File: src/rtl/ao68000_micro_pkg.sv
// Shared definitions for the microcode sequencer: widths, op codes and
// microword field positions, plus a helper that slices a microword.
package ao68000_micro_pkg;

  localparam int MPC_W   = 9;
  localparam int MWORD_W = 88;

  localparam logic [2:0] SEQ_NEXT     = 3'd0;
  localparam logic [2:0] SEQ_JUMP     = 3'd1;
  localparam logic [2:0] SEQ_BRANCH   = 3'd2;
  localparam logic [2:0] SEQ_CALL     = 3'd3;
  localparam logic [2:0] SEQ_RETURN   = 3'd4;
  localparam logic [2:0] SEQ_DISPATCH = 3'd5;
  localparam logic [2:0] SEQ_WAIT     = 3'd6;

  localparam int SEQ_OP_HI    = 87;
  localparam int SEQ_OP_LO    = 85;
  localparam int COND_NEG_BIT = 84;
  localparam int COND_SEL_HI  = 83;
  localparam int COND_SEL_LO  = 80;
  localparam int TARGET_HI    = 79;
  localparam int TARGET_LO    = 71;

  typedef struct packed {
    logic [2:0]       op;
    logic             cond_neg;
    logic [3:0]       cond_sel;
    logic [MPC_W-1:0] target;
  } mfields_t;

  function automatic mfields_t unpack_fields(input logic [MWORD_W-1:0] word);
    mfields_t f;
    f.op       = word[SEQ_OP_HI:SEQ_OP_LO];
    f.cond_neg = word[COND_NEG_BIT];
    f.cond_sel = word[COND_SEL_HI:COND_SEL_LO];
    f.target   = word[TARGET_HI:TARGET_LO];
    return f;
  endfunction

endpackage

File: src/rtl/microcode_return_stack.sv
// Return-address LIFO for microcode CALL/RETURN. Pushes when full and pops
// when empty are ignored here; the sequencer flags them as stack errors.
module microcode_return_stack
  import ao68000_micro_pkg::*;
#(
  parameter int STACK_DEPTH = 4
) (
  input  logic             clock,
  input  logic             reset,
  input  logic             push,
  input  logic             pop,
  input  logic             flush,
  input  logic [MPC_W-1:0] din,
  output logic [MPC_W-1:0] dout,
  output logic             full,
  output logic             empty
);

  localparam int IDX_W = (STACK_DEPTH > 1) ? $clog2(STACK_DEPTH) : 1;
  localparam int CNT_W = $clog2(STACK_DEPTH + 1);

  logic [MPC_W-1:0] mem [STACK_DEPTH];
  logic [CNT_W-1:0] count;

  assign full  = (count == CNT_W'(STACK_DEPTH));
  assign empty = (count == '0);

  // Top of stack; content is meaningless while empty.
  assign dout = mem[IDX_W'(count - CNT_W'(1))];

  // Occupancy counter; flush empties the stack without touching storage.
  always_ff @(posedge clock) begin
    if (reset || flush) begin
      count <= '0;
    end else if (push && !full) begin
      count <= count + CNT_W'(1);
    end else if (pop && !empty) begin
      count <= count - CNT_W'(1);
    end
  end

  // Entry storage, written at the current fill level.
  always_ff @(posedge clock) begin
    if (!reset && !flush && push && !full) begin
      mem[IDX_W'(count)] <= din;
    end
  end

endmodule

File: src/rtl/microcode_sequencer.sv
// Next-address generator for the registered-address microcode ROM.
// micro_pc is combinational and feeds the ROM address; the word for
// current_pc arrives on micro_data in the following cycle.
module microcode_sequencer
  import ao68000_micro_pkg::*;
#(
  parameter logic [MPC_W-1:0] RESET_ADDR  = 9'd0,
  parameter int               STACK_DEPTH = 4
) (
  input  logic               clock,
  input  logic               reset,
  output logic [MPC_W-1:0]   micro_pc,
  input  logic [MWORD_W-1:0] micro_data,
  output logic [MPC_W-1:0]   current_pc,
  output logic               micro_valid,
  input  logic               stall,
  input  logic [15:0]        cond_flags,
  input  logic [MPC_W-1:0]   decode_address,
  input  logic               decode_valid,
  input  logic               exception_req,
  input  logic [MPC_W-1:0]   exception_address,
  output logic               exception_ack,
  output logic               stack_error
);

  mfields_t         fields;
  logic [15:0]      flags;
  logic             cond;
  logic [MPC_W-1:0] pc_inc;
  logic [MPC_W-1:0] stack_top;
  logic             stack_full;
  logic             stack_empty;
  logic             stack_push;
  logic             stack_pop;
  logic             stack_fault;
  logic             exc_pending;

  assign fields = unpack_fields(micro_data);
  // Condition 0 is hard-wired true so cond_sel=0 gives unconditional forms.
  assign flags  = {cond_flags[15:1], 1'b1};
  assign cond   = flags[fields.cond_sel] ^ fields.cond_neg;
  assign pc_inc = current_pc + MPC_W'(1);

  // Next-address selection: reset, stall, exception entry, then op decode.
  always_comb begin
    micro_pc      = current_pc;
    micro_valid   = 1'b0;
    exception_ack = 1'b0;
    stack_push    = 1'b0;
    stack_pop     = 1'b0;
    stack_fault   = 1'b0;
    if (reset) begin
      micro_pc = RESET_ADDR;
    end else if (stall) begin
      micro_pc = current_pc;
    end else if (exc_pending) begin
      // The word on micro_data is abandoned in favour of the handler.
      micro_pc      = exception_address;
      exception_ack = 1'b1;
    end else begin
      micro_valid = 1'b1;
      case (fields.op)
        SEQ_JUMP:   micro_pc = fields.target;
        SEQ_BRANCH: micro_pc = cond ? fields.target : pc_inc;
        SEQ_CALL: begin
          micro_pc = fields.target;
          if (stack_full) begin
            stack_fault = 1'b1;
          end else begin
            stack_push = 1'b1;
          end
        end
        SEQ_RETURN: begin
          if (stack_empty) begin
            stack_fault = 1'b1;
            micro_pc    = RESET_ADDR;
          end else begin
            stack_pop = 1'b1;
            micro_pc  = stack_top;
          end
        end
        SEQ_DISPATCH: begin
          if (decode_valid) begin
            micro_pc = decode_address;
          end else begin
            micro_pc    = current_pc;
            micro_valid = 1'b0;
          end
        end
        SEQ_WAIT:   micro_pc = cond ? pc_inc : current_pc;
        default:    micro_pc = pc_inc;
      endcase
    end
  end

  // Address register plus exception-pending and sticky stack-error flags.
  always_ff @(posedge clock) begin
    current_pc <= micro_pc;
    if (reset) begin
      exc_pending <= 1'b0;
      stack_error <= 1'b0;
    end else begin
      // Entry consumes the request; it must be dropped by the ack cycle.
      if (exception_ack) begin
        exc_pending <= 1'b0;
      end else if (exception_req) begin
        exc_pending <= 1'b1;
      end
      if (stack_fault) begin
        stack_error <= 1'b1;
      end
    end
  end

  microcode_return_stack #(
    .STACK_DEPTH(STACK_DEPTH)
  ) u_stack (
    .clock(clock),
    .reset(reset),
    .push (stack_push),
    .pop  (stack_pop),
    .flush(exception_ack),
    .din  (pc_inc),
    .dout (stack_top),
    .full (stack_full),
    .empty(stack_empty)
  );

endmodule
File: config.mk
export PLATFORM = sky130hd
export DESIGN_NAME = microcode_sequencer
export DESIGN_NICKNAME = d
export VERILOG_FILES = /design/src/rtl/ao68000_micro_pkg.sv /design/src/rtl/microcode_return_stack.sv /design/src/rtl/microcode_sequencer.sv
export SDC_FILE = /design/constraint.sdc
export NUM_CORES = 1
export LEC_CHECK = 0
export BUFFER_PORTS_ARGS = -buffer_cell sky130_fd_sc_hd__buf_2
export CAP_MARGIN = 5
export CORE_ASPECT_RATIO = 1.25
export CORE_MARGIN = 2
export CORE_UTILIZATION = 35
export DETAILED_ROUTE_END_ITERATION = 12
export PLACE_DENSITY = 0.71
export SYNTH_ARGS = -nofsm -noshare
export SYNTH_HDL_FRONTEND = slang
export SYNTH_SLANG_ARGS = --single-unit
File: constraint.sdc
create_clock -name clock -period 4.8 [get_ports clock]
set_input_delay 0 -clock clock [delete_from_list [all_inputs] [get_ports clock]]
set_output_delay 0 -clock clock [all_outputs]
set_load 0.05 [all_outputs]
# --- Word-level counts from Yosys, hierarchy flattened ---
# Memory sizes are Yosys's and may differ from the RTL's.
# Index checks and enable logic that the tools add are counted.
word_totals:
  reg_bits: 14
  ramBits: 36
  input_bits: 127
  out_inout_bits: 21
  elab_cells: 69
  n_memories: 1
mem_list:
  columns: ["memory", "words", "word_bits", "rd", "rd_clocked_by_memory_dff", "wr", "line", "source"]
  rows:
  - ["u_stack.mem", 4, 9, 1, 0, 1, "microcode_return_stack.sv:22", "logic [MPC_W-1:0] mem [STACK_DEPTH];"]
op_classes:
  add_sub_neg: 3
  order_cmp: 1
  eq_ne: 7
  n_mux: 38
  bitwise: 1
  n_reduce_logical: 14
ops:
  columns: ["operator", "count"]
  rows:
  - ["$mux 9", 7]
  - ["$pmux 9 s5", 1]
  - ["$mux 1", 26]
  - ["$eq 3x3->1 const B", 4]
  - ["$add 9x1->9 const B", 1]
  - ["$eq 3x2->1 const B", 2]
  - ["$mux 3", 2]
  - ["$logic_and 1x1->1", 5]
  - ["$lt 4x5->1 const B", 1]
  - ["$bmux 1 s4", 1]
  - ["$logic_not 1->1", 4]
  - ["$reduce_or 2->1", 2]
  - ["$add 3x1->3 const B", 1]
  - ["$eq 3x1->1 const B", 1]
  - ["$logic_not 3->1", 1]
  - ["$sub 3x1->3 const B", 1]
  - ["$pmux 1 s2", 1]
  - ["$reduce_bool 2->1", 1]
  - ["$logic_or 1x1->1", 1]
  - ["$xor 1x1->1", 1]

# --- Longest topological paths before layout ---
# Gate-level depths: netlist (run 1).
logic_depth:
  depth_word: 10
  mapped_depth: 10
  mapped_depth_nobuf: 8

# --- Hierarchy ---
# From an unflattened synthesis (run 1), not the netlist that was laid out.
hier_totals:
  cells_unflattened: 331
  area_unflattened_um2: 3433.3
by_module_without_submodules:
  columns: ["module", "instances", "cells_per_inst", "area_each_um2", "seq_area_each_um2"]
  rows:
  - ["microcode_sequencer", 1, 242, 1755.4, 220.2]
  - ["microcode_return_stack", 1, 89, 1677.9, 1141.1]

# --- Least setup slack after synthesis (run 1) ---
# Ideal clock, no wire load.
synth_timing:
  path_kind: "reg2reg"
  start: "register u_stack.count[0]"
  end: "register current_pc[0]"
  setup_time_ns: 0.263
  arrival_ns: 3.071
  required_ns: 4.537
  path_slack_ns: 1.466
  stages_incl_launch_ff: 10
  n_path_buf: 2
  synth_period_minus_slack_ns: 3.334
  cell_sequence: "dfxtp_1 > buf_2 > inv_1 > ha_1 > clkbuf_1 > mux4_2 > nand2_1 > o2111ai_1 > a221oi_1 > a311oi_1"
synth_via:
  elab_chain_cells: 7
  elab_cells_between_ends: 8
  classes_between: "add/sub: 1; mux: 5; reduce/logical: 1; memory: 1"
synth_lines:
  columns: ["element", "line", "source"]
  rows:
  - ["start: declaration", "microcode_return_stack.sv:23", "logic [CNT_W-1:0] count;"]
  - ["start signal: assignment", "microcode_return_stack.sv:36", "count <= count + CNT_W'(1);"]
  - ["start signal: assignment", "microcode_return_stack.sv:38", "count <= count - CNT_W'(1);"]
  - ["$sub 3x1->3", "microcode_return_stack.sv:29", "assign dout = mem[IDX_W'(count - CNT_W'(1))];"]
  - ["$mem_v2 4x9", null, null]
  - ["$mux 9 *", "microcode_sequencer.sv:74", "if (stack_empty) begin"]
  - ["$pmux 9 s5 *", "microcode_sequencer.sv:62", "case (fields.op)"]
  - ["$mux 9 *", "microcode_sequencer.sv:56", "end else if (exc_pending) begin"]
  - ["$mux 9 *", "microcode_sequencer.sv:54", "end else if (stall) begin"]
  - ["$mux 9 *", "microcode_sequencer.sv:52", "if (reset) begin"]
  - ["via micro_pc[0]", "microcode_sequencer.sv:12", "output logic [MPC_W-1:0] micro_pc,"]
  - ["end signal: assignment", "microcode_sequencer.sv:98", "current_pc <= micro_pc;"]
  - ["end: declaration", "microcode_sequencer.sv:14", "output logic [MPC_W-1:0] current_pc,"]
# Mark *: on every way through the listed nets, which the timed path passes. The rest lies on a longest branch.
# A chain may end at the register's enable or synchronous reset.

# --- Final worst setup path (run 1) ---
layout_timing:
  start: "register u_stack.count[0]"
  end: "output micro_pc[0]"
layout_via:
  elab_chain_cells: 7
  elab_cells_between_ends: 8
  classes_between: "add/sub: 1; mux: 5; reduce/logical: 1; memory: 1"
layout_lines:
  columns: ["element", "line"]
  rows:
  - ["$sub 3x1->3", "microcode_return_stack.sv:29"]
  - ["$mem_v2 4x9", null]
  - ["$mux 9 *", "microcode_sequencer.sv:74"]
  - ["$pmux 9 s5 *", "microcode_sequencer.sv:62"]
  - ["$mux 9 *", "microcode_sequencer.sv:56"]
  - ["$mux 9 *", "microcode_sequencer.sv:54"]
  - ["$mux 9 *", "microcode_sequencer.sv:52"]
  - ["end: declaration", "microcode_sequencer.sv:12"]
# Mark *: on every way between the ends. The rest lies on a longest branch, timed or not.

==> results.tsv, run 1 <==
metric	value	unit
outcome	finished clean	
RSZ-0062 raised after global routing	no	
Fin Hold WS	36.46	ps
CTS Sinks	50	
Util after Layout	42.22	%
largest net degree at the start of global routing	19	
first-pass GRT wire length	13940	um
TritonCTS clock tree	built	
Final TNS setup	0	ps
Syn Nets	441	
Reg2Reg Depth	8	
Vias	2898	
Yosys reg bits	50	
EDFF count, synth	36	
Die Span X	89.48	um
Syn Area/Cell	10.38	um^2
Slew Limit Headroom	20.18	%
Final HPWL DP	7024	um
synthesized instance count	308	
HP Start	reset	
Crit path largest cell delay	950	ps
CP arrival	3250	ps
DRT antenna net count	0	
Period minus WS final	3245	ps
Static Leak	1.443	nW
n_diodes	0	
slowest CP cell	a21oi_1	
Fmax achieved	308.2	MHz
Least-Margin Pin Slew	1197	ps
DR DRC count	0	
1st-iter DRT viols	221	
hold path depth	2	
chip height	110.9	um
Max Fanout on Critical Path	13	
num ports	148	
asr flop ratio synth	0	%
maxcap violations	0	
Routed WL per cell	18.90	um
fin. max-slew vios	0	
Tot Pwr	0.001090	W
Syn. warnings	0	
drt pass-1 iters	5	
core box area	9027	um^2
post-route setup slack	1555	ps
vias in the first global route	2777	
Syn Std Cell Area	3197	um^2
RR Startpoint	u_stack.count[0]$_SDFFE_PP0P_	
Hold Path Sink	stack_error$_SDFFE_PP0P_	
worst clock skew	6.441	ps
Initial Util	35.41	%
Hold/Removal Path Class	primary input to flop	
root buffer cell	clkbuf_16	
CTS Buffer Depth	2	
initial antenna violation count	0	
final global-route overflow total	0	
sequential area share after synthesis	42.58	%
crit-path cells	buf_4 > inv_1 > ha_1 > a21oi_1 > nand2_1 > o2111ai_1 > a221oi_1 > a311oi_1 > buf_2	
Clk Latency, worst-skew pair	300	ps
WP data required	4800	ps
Post-CTS Setup Inserts	0	
row count	39	
crit path launch type	flop	
layout cells sized above 1	27.35	%
Worst Setup SP	u_stack.count[0]$_SDFFE_PP0P_	
Resized Gates After CTS	0	
Post-Route WL	9373	um
Final Cycle Share	67.61	%
RR Endpoint	current_pc[6]$_DFF_P_	
Final Hold Vio Count	0	
Post-CTS Hold Buffers	1	
worst vdd ir	0.0001303	V
PwrDens	286.1	nW/um^2
Overall Global Routing Usage	18.72	%
critical path capture point type	output port	
Synth cell types	56	
Nets	505	
gpl congestion	0.9284	
vias per cell	5.843	
Synth Flop Type	edfxtp_1	
worst setup path category	flop to output port	
Reg2Reg Setup Slack	1990	ps
pre-CTS WS	1906	ps
number of port buffers	75	
H-tree levels	2	
clock-pin slew on the worst setup and hold paths	70	ps
# setup viols final	0	
CTS Buf Count	5	
die area	9919	um^2
Area Overhead vs Synth	19.22	%
-- cell usage in the layout, fill, tap and decap left out, types with 2 or more instances in the layout --
cell type / count
a22o_1: 4
nand3_1: 18
inv_1: 10
buf_2: 75
o221ai_1: 3
a221oi_1: 2
mux2i_1: 17
nor4_1: 2
ha_1: 6
nor3_1: 3
a211oi_1: 7
and3_1: 10
nor2b_1: 4
o211ai_1: 10
a21o_1: 5
or3_1: 3
xnor2_1: 7
and2_1: 3
nor2_1: 13
a41oi_1: 7
a31oi_1: 2
mux2_2: 2
o22ai_1: 4
o21ai_0: 25
clkbuf_16: 5
mux4_2: 9
xor2_1: 3
a22oi_1: 8
edfxtp_1: 36
dfxtp_1: 14
a21oi_1: 10
nand2_1: 19
-- state kept, by name, summed over array words and instances, names as in the netlist --
name           cells
current_pc         9
exc_pending        1
stack_error        1
u_stack.count      3
u_stack.mem       36
-- cell usage after synthesis (3+ instances only) --
library cell   n  share of area, %
nand2_1       19               2.2
dfxtp_1       14               8.8
o211ai_1      10               2.3
a211oi_1       7               1.6
nor2_1        13               1.5
mux2i_1       17               5.3
xor2_1         3              0.82
buf_1          3              0.35
a22o_1         4               1.1
inv_1         10               1.2
and3_1        10               2.0
nand3_1       18               2.8
a22oi_1        8               1.9
o21ai_0       25               3.9
nor3_1         3              0.47
or3_1          3              0.59
nor2b_1        4              0.78
xnor2_1        7               1.9
a21o_1         5               1.2
ha_1           6               2.3
o221ai_1       3              0.82
edfxtp_1      36                34
a21oi_1       10               1.6
a41oi_1        7               1.9
clkbuf_1      14               1.6
and2_1         3              0.59
o22ai_1        4              0.78
mux4_2         9               6.3
-- worst max path at each step --
stage,to,depth (start not counted)
after floorplan,current_pc[0]$_DFF_P_,9
after global placement,micro_pc[0],9
after detailed placement,micro_pc[0],9
after CTS,micro_pc[0],9
after global routing,micro_pc[0],9
final,micro_pc[0],9
-- report_power, final --
part / internal, W / switching, W / leakage (nW)
Sequential: 0.000475 / 0.0000189 / 0.442
Clock: 0.000199 / 0.000164 / 0.0723
Combinational: 0.0000762 / 0.000157 / 0.929
-- stage by stage --
step                cell area, um^2  cells
floorplan                      3197    308
global placement               3649    487
detailed placement             3649    487
CTS                            3811    496
global route                   3811    496
finish                         3811    496
-- cell type report --
cell class,count,area [um^2]
fillers,870,5216
multi-input cells,227,1709
flip-flops and latches,50,1361
repair buffers,77,392.9
well taps,123,153.9
clock buffers,5,125.1
inverters,11,41.29
clock inverters,3,27.53
-- cells by family (layout without fill, tap and decap cells) --
logic type | after synthesis | count (layout) | synth area share [%]
adders and majority gates | 6 | 6 | 2.348
muxes | 28 | 28 | 12.37
and+or+nand+nor | 82 | 82 | 13.50
DFF | 50 | 50 | 42.58
AOI/OAI and AO/OA | 101 | 101 | 22.51
xor gates and xnor gates | 10 | 10 | 2.740
buffers and inverters | 31 | 96 | 3.953
-- per-layer routing --
layer | track usage (%) | up-vias | share of wire (%)
met1 | 20.22 | 1377 | 38
met2 | 33.33 | 148 | 51
met3 | 4.244 | 30 | 7.5
met4 | 8.756 | 0 | 3.7
li1 | - | 1343 | -
met5 | 0 | - | 0
-- critical path, delay by kind of cell (launching register included) --
family	cells	cell delay, ps
AOI/OAI and AO/OA	4	1500
buffers and inverters	3	710
DFF	1	310
adders and majority gates	1	260
and+or+nand+nor	1	160
Note: power is estimated with default switching activity, not from simulation.
==> run 2, diff against run 1 <==
==> constraint.sdc (replaced) <==
create_clock -name clock -period 3.1 [get_ports clock]
set_input_delay 0 -clock clock [delete_from_list [all_inputs] [get_ports clock]]
set_output_delay 0 -clock clock [all_outputs]
set_load 0.05 [all_outputs]
==> run 2 against run 1 <==
Die area unchanged; core utilization grew 1.0 points; power rose by 63%; non-clock buffer count rose by 8; global-route usage up 0.93 points; via count increased by 1.1%; combinational power is 61% higher.
==> results.tsv, run 2 (synthesized netlist as in run 1, its figures left out) <==
metric	value	unit	change
num ports	148		unchanged
final global-route overflow total	0		unchanged
RR Startpoint	u_stack.count[1]$_SDFFE_PP0P_		
Multi-input gate area	1722	um^2	+0.73%
CTS Buf Count	5		unchanged
Post-Route WL	9607	um	+2.5%
Fmax achieved	358.0	MHz	
WP data required	3100	ps	-1700 ps
Period minus WS final	2793	ps	
Worst Setup SP	current_pc[0]$_DFF_P_		
DRT antenna net count	0		unchanged
CTS Sinks	50		unchanged
core box area	9027	um^2	unchanged
Clk Latency, worst-skew pair	300	ps	about the same
Vias	2930		+1.1%
# setup viols final	0		unchanged
slowest CP cell	xnor2_1		
crit path to	micro_pc[8]		
Initial Util	35.41	%	unchanged
Reg2Reg Setup Slack	770	ps	-1220 ps
row count	39		unchanged
layout cells sized above 1	29.40	%	+2.1 points
drt pass-1 iters	5		unchanged
FF/Latch Area	1361	um^2	unchanged
Overall Global Routing Usage	19.64	%	+0.93 points
die area	9919	um^2	unchanged
Routed WL per cell	19.06	um	+0.87%
FILL cells	857		-1.5%
DR DRC count	0		unchanged
most frequent cells in the layout	buf_2, edfxtp_1, o21ai_0		
chip height	110.9	um	unchanged
Final Hold Vio Count	0		unchanged
RR Endpoint	current_pc[6]$_DFF_P_		
crit-path cells	ha_1 > and2_1 > nand4_1 > xnor2_1 > o221ai_1 > a21o_1 > a41oi_1 > buf_2		
outcome	finished clean		
Least-Margin Pin Slew	869.8	ps	-327.4 ps
critical path capture point type	output port		
vias per cell	5.813		-0.50%
max reg flops	36		unchanged
CTS Buffer Depth	2		unchanged
root buffer cell	clkbuf_16		
crit path launch type	flop		
Largest regs	u_stack.mem: 36 flops, current_pc: 9 flops, u_stack.count: 3 flops		
Die Span X	89.48	um	unchanged
RSZ-0062 raised after global routing	no		
Final HPWL DP	7203	um	+2.5%
Slew Limit Headroom	41.89	%	+22 points
Max Fanout on Critical Path	6		-7
Reg2Reg Depth	7		-1
worst vdd ir	0.0002197	V	+69%
Resized Gates After CTS	0		unchanged
number of port buffers	75		unchanged
Area Overhead vs Synth	22.11	%	
commonest non-fill, non-tap cell in the layout	buf_2		
Static Leak	1.500	nW	+3.9%
1st-iter DRT viols	199		-10%
Biggest register	u_stack.mem		
worst clock skew	10.29	ps	+3.849 ps
Final Cycle Share	90.10	%	
worst setup path category	flop to output port		
Crit path largest cell delay	450	ps	-500 ps
vias in the first global route	2889		+4.0%
TritonCTS clock tree	built		
Post-CTS Setup Inserts	0		unchanged
Hold/Removal Path Class	primary input to flop		
maxcap violations	0		unchanged
Nets	513		+1.6%
largest net degree at the start of global routing	18		-1
H-tree levels	2		unchanged
Final TNS setup	0	ps	unchanged
initial antenna violation count	0		unchanged
Tot Pwr	0.001777	W	+63%
PwrDens	455.2	nW/um^2	+59%
n_diodes	0		unchanged
clock-pin slew on the worst setup and hold paths	70	ps	about the same
fin. max-slew vios	0		unchanged
CP arrival	2790	ps	-460 ps
gpl congestion	0.9116		-1.8%
first-pass GRT wire length	14690	um	+5.4%
## run 2: how the worst min path moves through the flow
| stage | from | end | slack (ps) | cells past startpoint |
|---|---|---|---|---|
| global placement | exception_req | exc_pending$_SDFFE_PP0P_ | 210 | 3 |
| CTS | reset | stack_error$_SDFFE_PP0P_ | 40 | 2 |
| finish | reset | stack_error$_SDFFE_PP0P_ | 40 | 2 |
| detailed placement | exception_req | exc_pending$_SDFFE_PP0P_ | 220 | 3 |
| floorplan | exception_req | exc_pending$_SDFFE_PP0P_ | 120 | 2 |
| global route | reset | stack_error$_SDFFE_PP0P_ | 60 | 2 |
## run 2: power by group
part	switching, W	internal (W)
logic	0.000251	0.000124
clock network	0.000254	0.000387
registers	0.0000250	0.000735
total	0.000531	0.00125
## run 2: final cells by class
type | count | share of cell area (%)
flip-flops and latches | 50 | 34.87
clock inverters | 3 | 1.218
clock buffers | 5 | 3.205
inverters | 11 | 1.058
well taps | 123 | 3.942
repair buffers | 85 | 11.60
multi-input cells | 227 | 44.10
## run 2: what timing repair did
action,4_1_cts,5_1_grt
endpoints found under the setup margin,0,0
hold buffers,1,0
hold endpoints to repair,1,0
## run 2: stage by stage
step	setup slack (ps)	cell area [um^2]	hold WS [ps]	util (%)	instances
floorplan	2.085	3209	115.8	-	308
global placement	709.5	3721	212.6	41.22	495
detailed placement	673.5	3721	223.3	41.22	495
CTS	334.3	3904	36.24	43.24	504
global route	155.1	3904	58.00	43.24	504
finish	307.0	3904	40.70	43.24	504
## run 2: per-layer routing
| layer | up-vias | GRT usage (%) | share of wire, % |
|---|---|---|---|
| met2 | 141 | 33.33 | 51 |
| met5 | - | 0 | 0 |
| met1 | 1403 | 22.69 | 38 |
| met4 | 0 | 10.35 | 4.5 |
| met3 | 33 | 3.797 | 7.3 |
| li1 | 1353 | - | - |
## run 2: worst max-delay path, delay by kind of cell, from the launching register on
family	cells	cell delay, ps
AOI/OAI and AO/OA	3	700
xor gates and xnor gates	1	450
adders and majority gates	1	320
buffers and inverters	1	330
DFF	1	360
and+or+nand+nor	2	340
